### src/rtl/serial_subtractor.sv
// Bit-serial subtractor: diff = a - b - b_in, one bit per clock, LSB first,
// using one full-subtractor cell and a borrow flop. Start/ready in, valid pulse out.
module serial_subtractor #(
    parameter int N_WIDTH = 4
) (
    input  logic               clk,
    input  logic               rst_n,
    input  logic               start,
    input  logic [N_WIDTH-1:0] a,
    input  logic [N_WIDTH-1:0] b,
    input  logic               b_in,
    output logic               ready,
    output logic [N_WIDTH-1:0] diff,
    output logic               b_out,
    output logic               valid
);

    localparam int CNT_W = ($clog2(N_WIDTH + 1) < 1) ? 1 : $clog2(N_WIDTH + 1);

    typedef enum logic [1:0] {
        ST_IDLE = 2'd0,
        ST_RUN  = 2'd1,
        ST_DONE = 2'd2
    } state_e;

    // Returns {borrow_out, difference_bit}.
    function automatic logic [1:0] full_sub(input logic x, input logic y, input logic c);
        full_sub = {(~x & y) | (~(x ^ y) & c), x ^ y ^ c};
    endfunction

    state_e             state_q;
    logic [CNT_W-1:0]   cnt_q;
    logic [N_WIDTH-1:0] a_sr_q;
    logic [N_WIDTH-1:0] b_sr_q;
    logic [N_WIDTH-1:0] res_sr_q;
    logic               borrow_q;
    logic [N_WIDTH-1:0] diff_q;
    logic               b_out_q;
    logic               valid_q;
    logic               ready_q;

    logic [1:0]         bit_d;
    logic [N_WIDTH-1:0] res_d;
    logic               last_s;

    // Subtractor cell and the result register with this edge's bit inserted at the MSB.
    always_comb begin
        bit_d              = full_sub(a_sr_q[0], b_sr_q[0], borrow_q);
        res_d              = res_sr_q >> 1;
        res_d[N_WIDTH-1]   = bit_d[0];
        last_s             = (cnt_q == CNT_W'(N_WIDTH - 1));
    end

    // Control FSM, datapath shift registers and registered outputs.
    always_ff @(posedge clk or negedge rst_n) begin
        if (!rst_n) begin
            state_q  <= ST_IDLE;
            cnt_q    <= '0;
            a_sr_q   <= '0;
            b_sr_q   <= '0;
            res_sr_q <= '0;
            borrow_q <= 1'b0;
            diff_q   <= '0;
            b_out_q  <= 1'b0;
            valid_q  <= 1'b0;
            ready_q  <= 1'b1;
        end else begin
            case (state_q)
                ST_IDLE: begin
                    valid_q <= 1'b0;
                    if (start) begin
                        a_sr_q   <= a;
                        b_sr_q   <= b;
                        borrow_q <= b_in;
                        cnt_q    <= '0;
                        ready_q  <= 1'b0;
                        state_q  <= ST_RUN;
                    end
                end
                ST_RUN: begin
                    a_sr_q   <= a_sr_q >> 1;
                    b_sr_q   <= b_sr_q >> 1;
                    res_sr_q <= res_d;
                    borrow_q <= bit_d[1];
                    cnt_q    <= cnt_q + 1'b1;
                    if (last_s) begin
                        diff_q  <= res_d;
                        b_out_q <= bit_d[1];
                        valid_q <= 1'b1;
                        state_q <= ST_DONE;
                    end
                end
                ST_DONE: begin
                    valid_q <= 1'b0;
                    ready_q <= 1'b1;
                    state_q <= ST_IDLE;
                end
                default: begin
                    valid_q <= 1'b0;
                    ready_q <= 1'b1;
                    state_q <= ST_IDLE;
                end
            endcase
        end
    end

    assign ready = ready_q;
    assign diff  = diff_q;
    assign b_out = b_out_q;
    assign valid = valid_q;

endmodule

### config.mk
export PLATFORM = sky130hd
export DESIGN_NAME = serial_subtractor
export DESIGN_NICKNAME = d
export VERILOG_FILES = /design/src/rtl/serial_subtractor.sv
export SDC_FILE = /design/constraint.sdc
export NUM_CORES = 1
export LEC_CHECK = 0
export CORE_UTILIZATION = 50
export CTS_CLUSTER_DIAMETER = 80
export DETAILED_ROUTE_END_ITERATION = 10
export GPL_ROUTABILITY_DRIVEN = 0
export PLACE_DENSITY = 0.76
export SLEW_MARGIN = 0
export SYNTH_ARGS = -nofsm -noshare
export SYNTH_HDL_FRONTEND = slang
export SYNTH_SLANG_ARGS = --single-unit
### constraint.sdc
create_clock -name clk -period 1.9 [get_ports clk]
set_input_delay 0.38 -clock clk [delete_from_list [all_inputs] [get_ports clk]]
set_output_delay 0.38 -clock clk [all_outputs]
set_load 0.01 [all_outputs]
# Word level (Yosys, flattened, before mapping)
# Index checks and enable logic that the tools add are counted.
classes:
  add_sub_neg: 1
  eq_ne: 4
  n_mux: 15
  bitwise_logic: 8
  reduce_logical: 6
ops:
  columns: ["operator", "count"]
  rows:
  - ["$pmux 4 s2", 2]
  - ["$mux 4", 2]
  - ["$reduce_and 2->1", 4]
  - ["$pmux 3 s2", 1]
  - ["$mux 1", 4]
  - ["$mux 2", 2]
  - ["$ne 2x2->1 const B", 2]
  - ["$pmux 1 s2", 2]
  - ["$pmux 2 s2", 1]
  - ["$add 3x1->3 const B", 1]
  - ["$eq 3x2->1 const B", 1]
  - ["$mux 3", 1]
  - ["$not 1->1", 3]
  - ["$and 1x1->1", 2]
  - ["$eq 2x1->1 const B", 1]
  - ["$logic_not 2->1", 1]
  - ["$reduce_bool 2->1", 1]
  - ["$xor 1x1->1", 2]
  - ["$or 1x1->1", 1]
word_totals:
  ff_bits: 25
  inputBits: 12

# Logic depth before layout (Yosys ltp)
logic_depth:
  ltp_word: 5
  ltp_mapped: 4
  mapped_depth_nobuf: 4

# Worst setup path before layout
# Ideal clock, no wire load.
synth_timing:
  path_kind: "register to register"
  from: "reg cnt_q[0]"
  to: "reg diff_q[0] (netlist: diff[0])"
  setup_time_ps: 125
  t_arrival_ps: 1258
  t_required_ps: 1775
  setup_slack_ps: 518
  path_stages_with_launch: 5
  path_buffers: 0
  synth_period_minus_slack_ps: 1382
  cell_sequence: "dfrtp_1 > ha_1 > ha_1 > nand3b_2 > mux2_2"
synth_between:
  elab_chain_cells: 2
synth_lines:
  columns: ["element", "line_no", "source"]
  rows:
  - ["start, declared", "32", "logic [CNT_W-1:0] cnt_q;"]
  - ["start signal, assigned", "85", "cnt_q <= cnt_q + 1'b1;"]
  - ["$eq 3x2->1", "51", "last_s = (cnt_q == CNT_W'(N_WIDTH - 1));"]
  - ["$reduce_and 2->1 (no line)", null, null]
  - ["end signal, assigned", "87", "diff_q <= res_d;"]
  - ["end, declared", "37", "logic [N_WIDTH-1:0] diff_q;"]
# Every way passes these cells.
# A chain may end at the register's enable or synchronous reset.

# Worst setup path after layout
layout_timing:
  from: "reg ready_q (netlist: ready)"
  to: "out ready"
layout_rtl:
  columns: ["element", "line_no", "source"]
  rows:
  - ["start, declared", "40", "logic ready_q;"]
  - ["start signal, assigned", "66", "ready_q <= 1'b1;"]
  - ["start signal, assigned", "76", "ready_q <= 1'b0;"]
  - ["start signal, assigned", "95", "ready_q <= 1'b1;"]
  - ["end, declared", "12", "output logic ready,"]
# No word-level cell between the ends.

==> impl_summary.md <==
Route
The overall via count from detail_route is 712. The detail route stage leaves a number of antenna-violating nets equal to 0. In the routed layout, each cell is associated on average with a via count of 5.44. After detailed routing, the number of remaining DRC violations is 0. The first TritonRoute pass finished after 4 iterations.

Dividing the detail-routed wire length by the instance count gives 14.0 um. Wires add up to 1840 um. The number of violations reported at the end of detailed-routing iteration 0 is 10.

Clock network
The insertion delay to the later sink of the worst-skew pair is 0.31 ns. The clock-pin slew reported for the worst setup and hold paths after clock tree synthesis is 0.13 ns. The tree is rooted in a sky130_fd_sc_hd__clkbuf_4. The buffer count from post-CTS setup fixing is 0. The total clock buffers created by CTS is 3. The number of gates given a new drive strength after cts is 0. The deepest level of the CTS H-tree is 1. The number of sinks on the clock net is 24. The TritonCTS clock tree is done.

The clock tree buffer depth is 2. The total of hold buffers inserted after clock tree synthesis is 0.

STA
For this run, the top clock speed supported by timing is 0.563 GHz. Between clock sinks in the finished design, the worst skew comes to 0.00686 ns. The minimum clock period after layout is 1.77 ns. For the pin with the worst max-slew slack, the measured transition is 0.521 ns. Setup total negative slack on the finished layout was measured at 0 ns. Measured against its own limit, the worst slew margin works out to 65.3%.

The share of the clock period used by the worst path after layout is 93.4%. The final count of hold timing violations is 0. Setup violations remaining at the end of the flow were counted as 0. The max-slew violation count was 0. Setup repair after global routing left no endpoint under its margin.

Global routing
The leftover overflow at the end of global routing is 0. The wire length of the first global-routing pass is 3310 um. The combined global-route utilization of all metal layers is 18.4%. The number of global-route vias before repair is 730.

The pin count of the biggest net entering global routing is 25. The initial antenna violation count is 0.

Hold path
The type of the worst min-delay path is input pin to async pin.

Worst setup path
The maximum net fanout on the critical path is 2. STA classifies the critical path endpoint as a primary output. Among cell families on the critical path, the largest total delay comes from flip-flops.

The kind of critical path is flip-flop to primary output. Traced cell by cell, the critical path runs through clkdlybuf4s50_1. The category of the worst setup path launch point is a flip-flop.

The slowest stage of the critical path belongs to the cell sky130_fd_sc_hd__dfstp_2. The data required time at the worst endpoint is 1.52 ns. In this design, the stage delay of the slowest critical-path cell is 0.55 ns. The critical path buffer and inverter count is 1. The data arrival time of the critical path is 1.39 ns.

Synth
The combined area of all synthesized cells is 1090 sq um. The number of synthesized register bits is 24. Counting distinct cell types in the post-synthesis netlist gives 29. The synthesized design contains 0 enable-type register cells. The average instance in the mapped netlist occupies 13.1 sq um. The number of warnings issued by yosys is 0. The post-synthesis instance total is 83.

The most used flip-flop cell after synthesis is sky130_fd_sc_hd__dfrtp_1. When the netlist entered floorplanning its net count stood at 98. For this run, asynchronously set or reset flops after synthesis account for 100%.

Sequential elements use 55.4% of the synthesized area.

Floorplanning
The die covers 2360 sq um. The floorplan has 16 rows. The die outline width is 48.6 um. The effective utilization at floorplan is 54.3%. The area of the placeable core is 2000 sq um. The die is 48.6 um tall. For this design the top-level I/O count stands at 19.

Cells and area
The count of nets after finishing is 120. The layout has 144 filler cells. Cells with a size suffix above 1 make up 21.2% of the layout. The repair_antennas step left the layout with diodes totalling 0.

The final non-filler cell total is 131. The top cell types in the final layout, fill and taps aside, are sky130_fd_sc_hd__dfrtp_1 (23), sky130_fd_sc_hd__clkdlybuf4s50_1 (18), sky130_fd_sc_hd__inv_1 (8). The area growth from synthesis to layout is 23.0%. The leading cell type in the layout, fill and taps excluded is sky130_fd_sc_hd__dfrtp_1.

Placed design
Including well taps, the total number of placed cells is 127. Buffers placed on the I/O ports in this run total 18. The wire-length estimate of the detail-placed layout is 1300 um.

Power and ir drop
The worst-case IR drop observed on VDD is 1280 uV. Power spread over the standard cell area amounts to 1590 nW/um^2. In this run the static leakage power is 0.608 nW.

Run status
The run finished with clean final reports.

Flow run
The tool flagged a number of max-cap violations equal to 0.
-- synthesized netlist by cell type (all sizes together) (2+ instances only) --
| library cell | n | share of area (%) |
|---|---|---|
| buf | 4 | 2.4 |
| mux2i | 2 | 1.8 |
| nor3b | 4 | 2.8 |
| inv | 8 | 2.8 |
| o221a | 2 | 2.1 |
| a221oi | 2 | 1.6 |
| a21o | 2 | 1.4 |
| nand2b | 2 | 1.2 |
| nor4b | 5 | 4.0 |
| a211oi | 3 | 2.1 |
| or4b | 2 | 1.8 |
| mux2 | 7 | 7.3 |
| ha | 2 | 2.3 |
| nor2 | 2 | 0.69 |
| dfrtp | 23 | 53 |
-- sequential cells by signal (all words and copies together) (netlist names) --
signal and cells:
a_sr_q 4, b_out 1, b_sr_q 4, borrow_q 1, cnt_q 3, diff 4, ready 1, res_sr_q 3
state_q 2, valid 1
-- worst register-to-register path: stages, from the launching register on --
cell and delay [ns]:
sky130_fd_sc_hd__dfrtp_1 0.42, sky130_fd_sc_hd__ha_1 0.21, sky130_fd_sc_hd__ha_1 0.23, sky130_fd_sc_hd__nand3b_2 0.19
sky130_fd_sc_hd__mux2_2 0.36
-- report_power, final --
part           leakage [nW]  total (W)  internal, W  switching, W
Clock                0.0210   0.000266     0.000117      0.000149
Sequential            0.290   0.000918     0.000762      0.000156
Combinational         0.298   0.000947     0.000547      0.000400
Total                 0.608    0.00213      0.00143      0.000705
-- layout make-up --
cell class	instances	area [sq um]	area share [%]
clock buffers	4	36.3	2.71
inverters	8	30.0	2.25
multi-input cells	46	425	31.8
flip-flops and latches	24	602	45.0
well taps	27	33.8	2.53
repair buffers	22	210	15.7
-- per-layer routing --
layer	up-vias	wire, um	global-route usage, %
met5	-	0	0
met4	0	0	2.94
met3	0	74	6.92
met2	13	901	28.5
met1	356	861	24.9
li1	343	-	-
-- metrics by stage --
stage	hold WS (ns)	util [%]	power, W	area (sq um)	worst slack [ns]
4_1_cts	0.416	66.8	0.00216	1340	0.114
6_report	0.412	66.8	0.00213	1340	0.125
3_3_place_gp	0.469	65.0	0.00185	1300	0.265
2_1_floorplan	0.0844	-	0.00156	1090	0.518
3_5_place_dp	0.469	65.0	0.00189	1300	0.224
5_1_grt	0.420	66.8	0.00230	1340	0.0789
-- cells by family after synthesis --
kind of cell / Yosys count / synth area share (%)
DFF: 24 / 55.4
buffers and inverters: 13 / 5.52
and+or+nand+nor: 19 / 14.2
adders and majority gates: 3 / 4.14
AOI/OAI and AO/OA: 15 / 11.7
muxes: 9 / 9.09
-- worst paths after layout --
path | start | to | slack, ns | cells after the start
setup / recovery | ready$_DFFE_PN1P_ | ready | 0.13 | 1
hold / removal | rst_n | state_q[0]$_DFFE_PN0P_ | 0.41 | 2
setup reg to reg | cnt_q[0]$_DFFE_PN0P_ | diff[2]$_DFFE_PN0P_ | 0.40 | 4
hold reg to reg | cnt_q[0]$_DFFE_PN0P_ | cnt_q[0]$_DFFE_PN0P_ | 0.50 | 1
max in group asynchronous | rst_n | ready$_DFFE_PN1P_ | 1.21 | 2
min in group clk | cnt_q[0]$_DFFE_PN0P_ | cnt_q[0]$_DFFE_PN0P_ | 0.50 | 1
(Power assumes the default switching activity.)
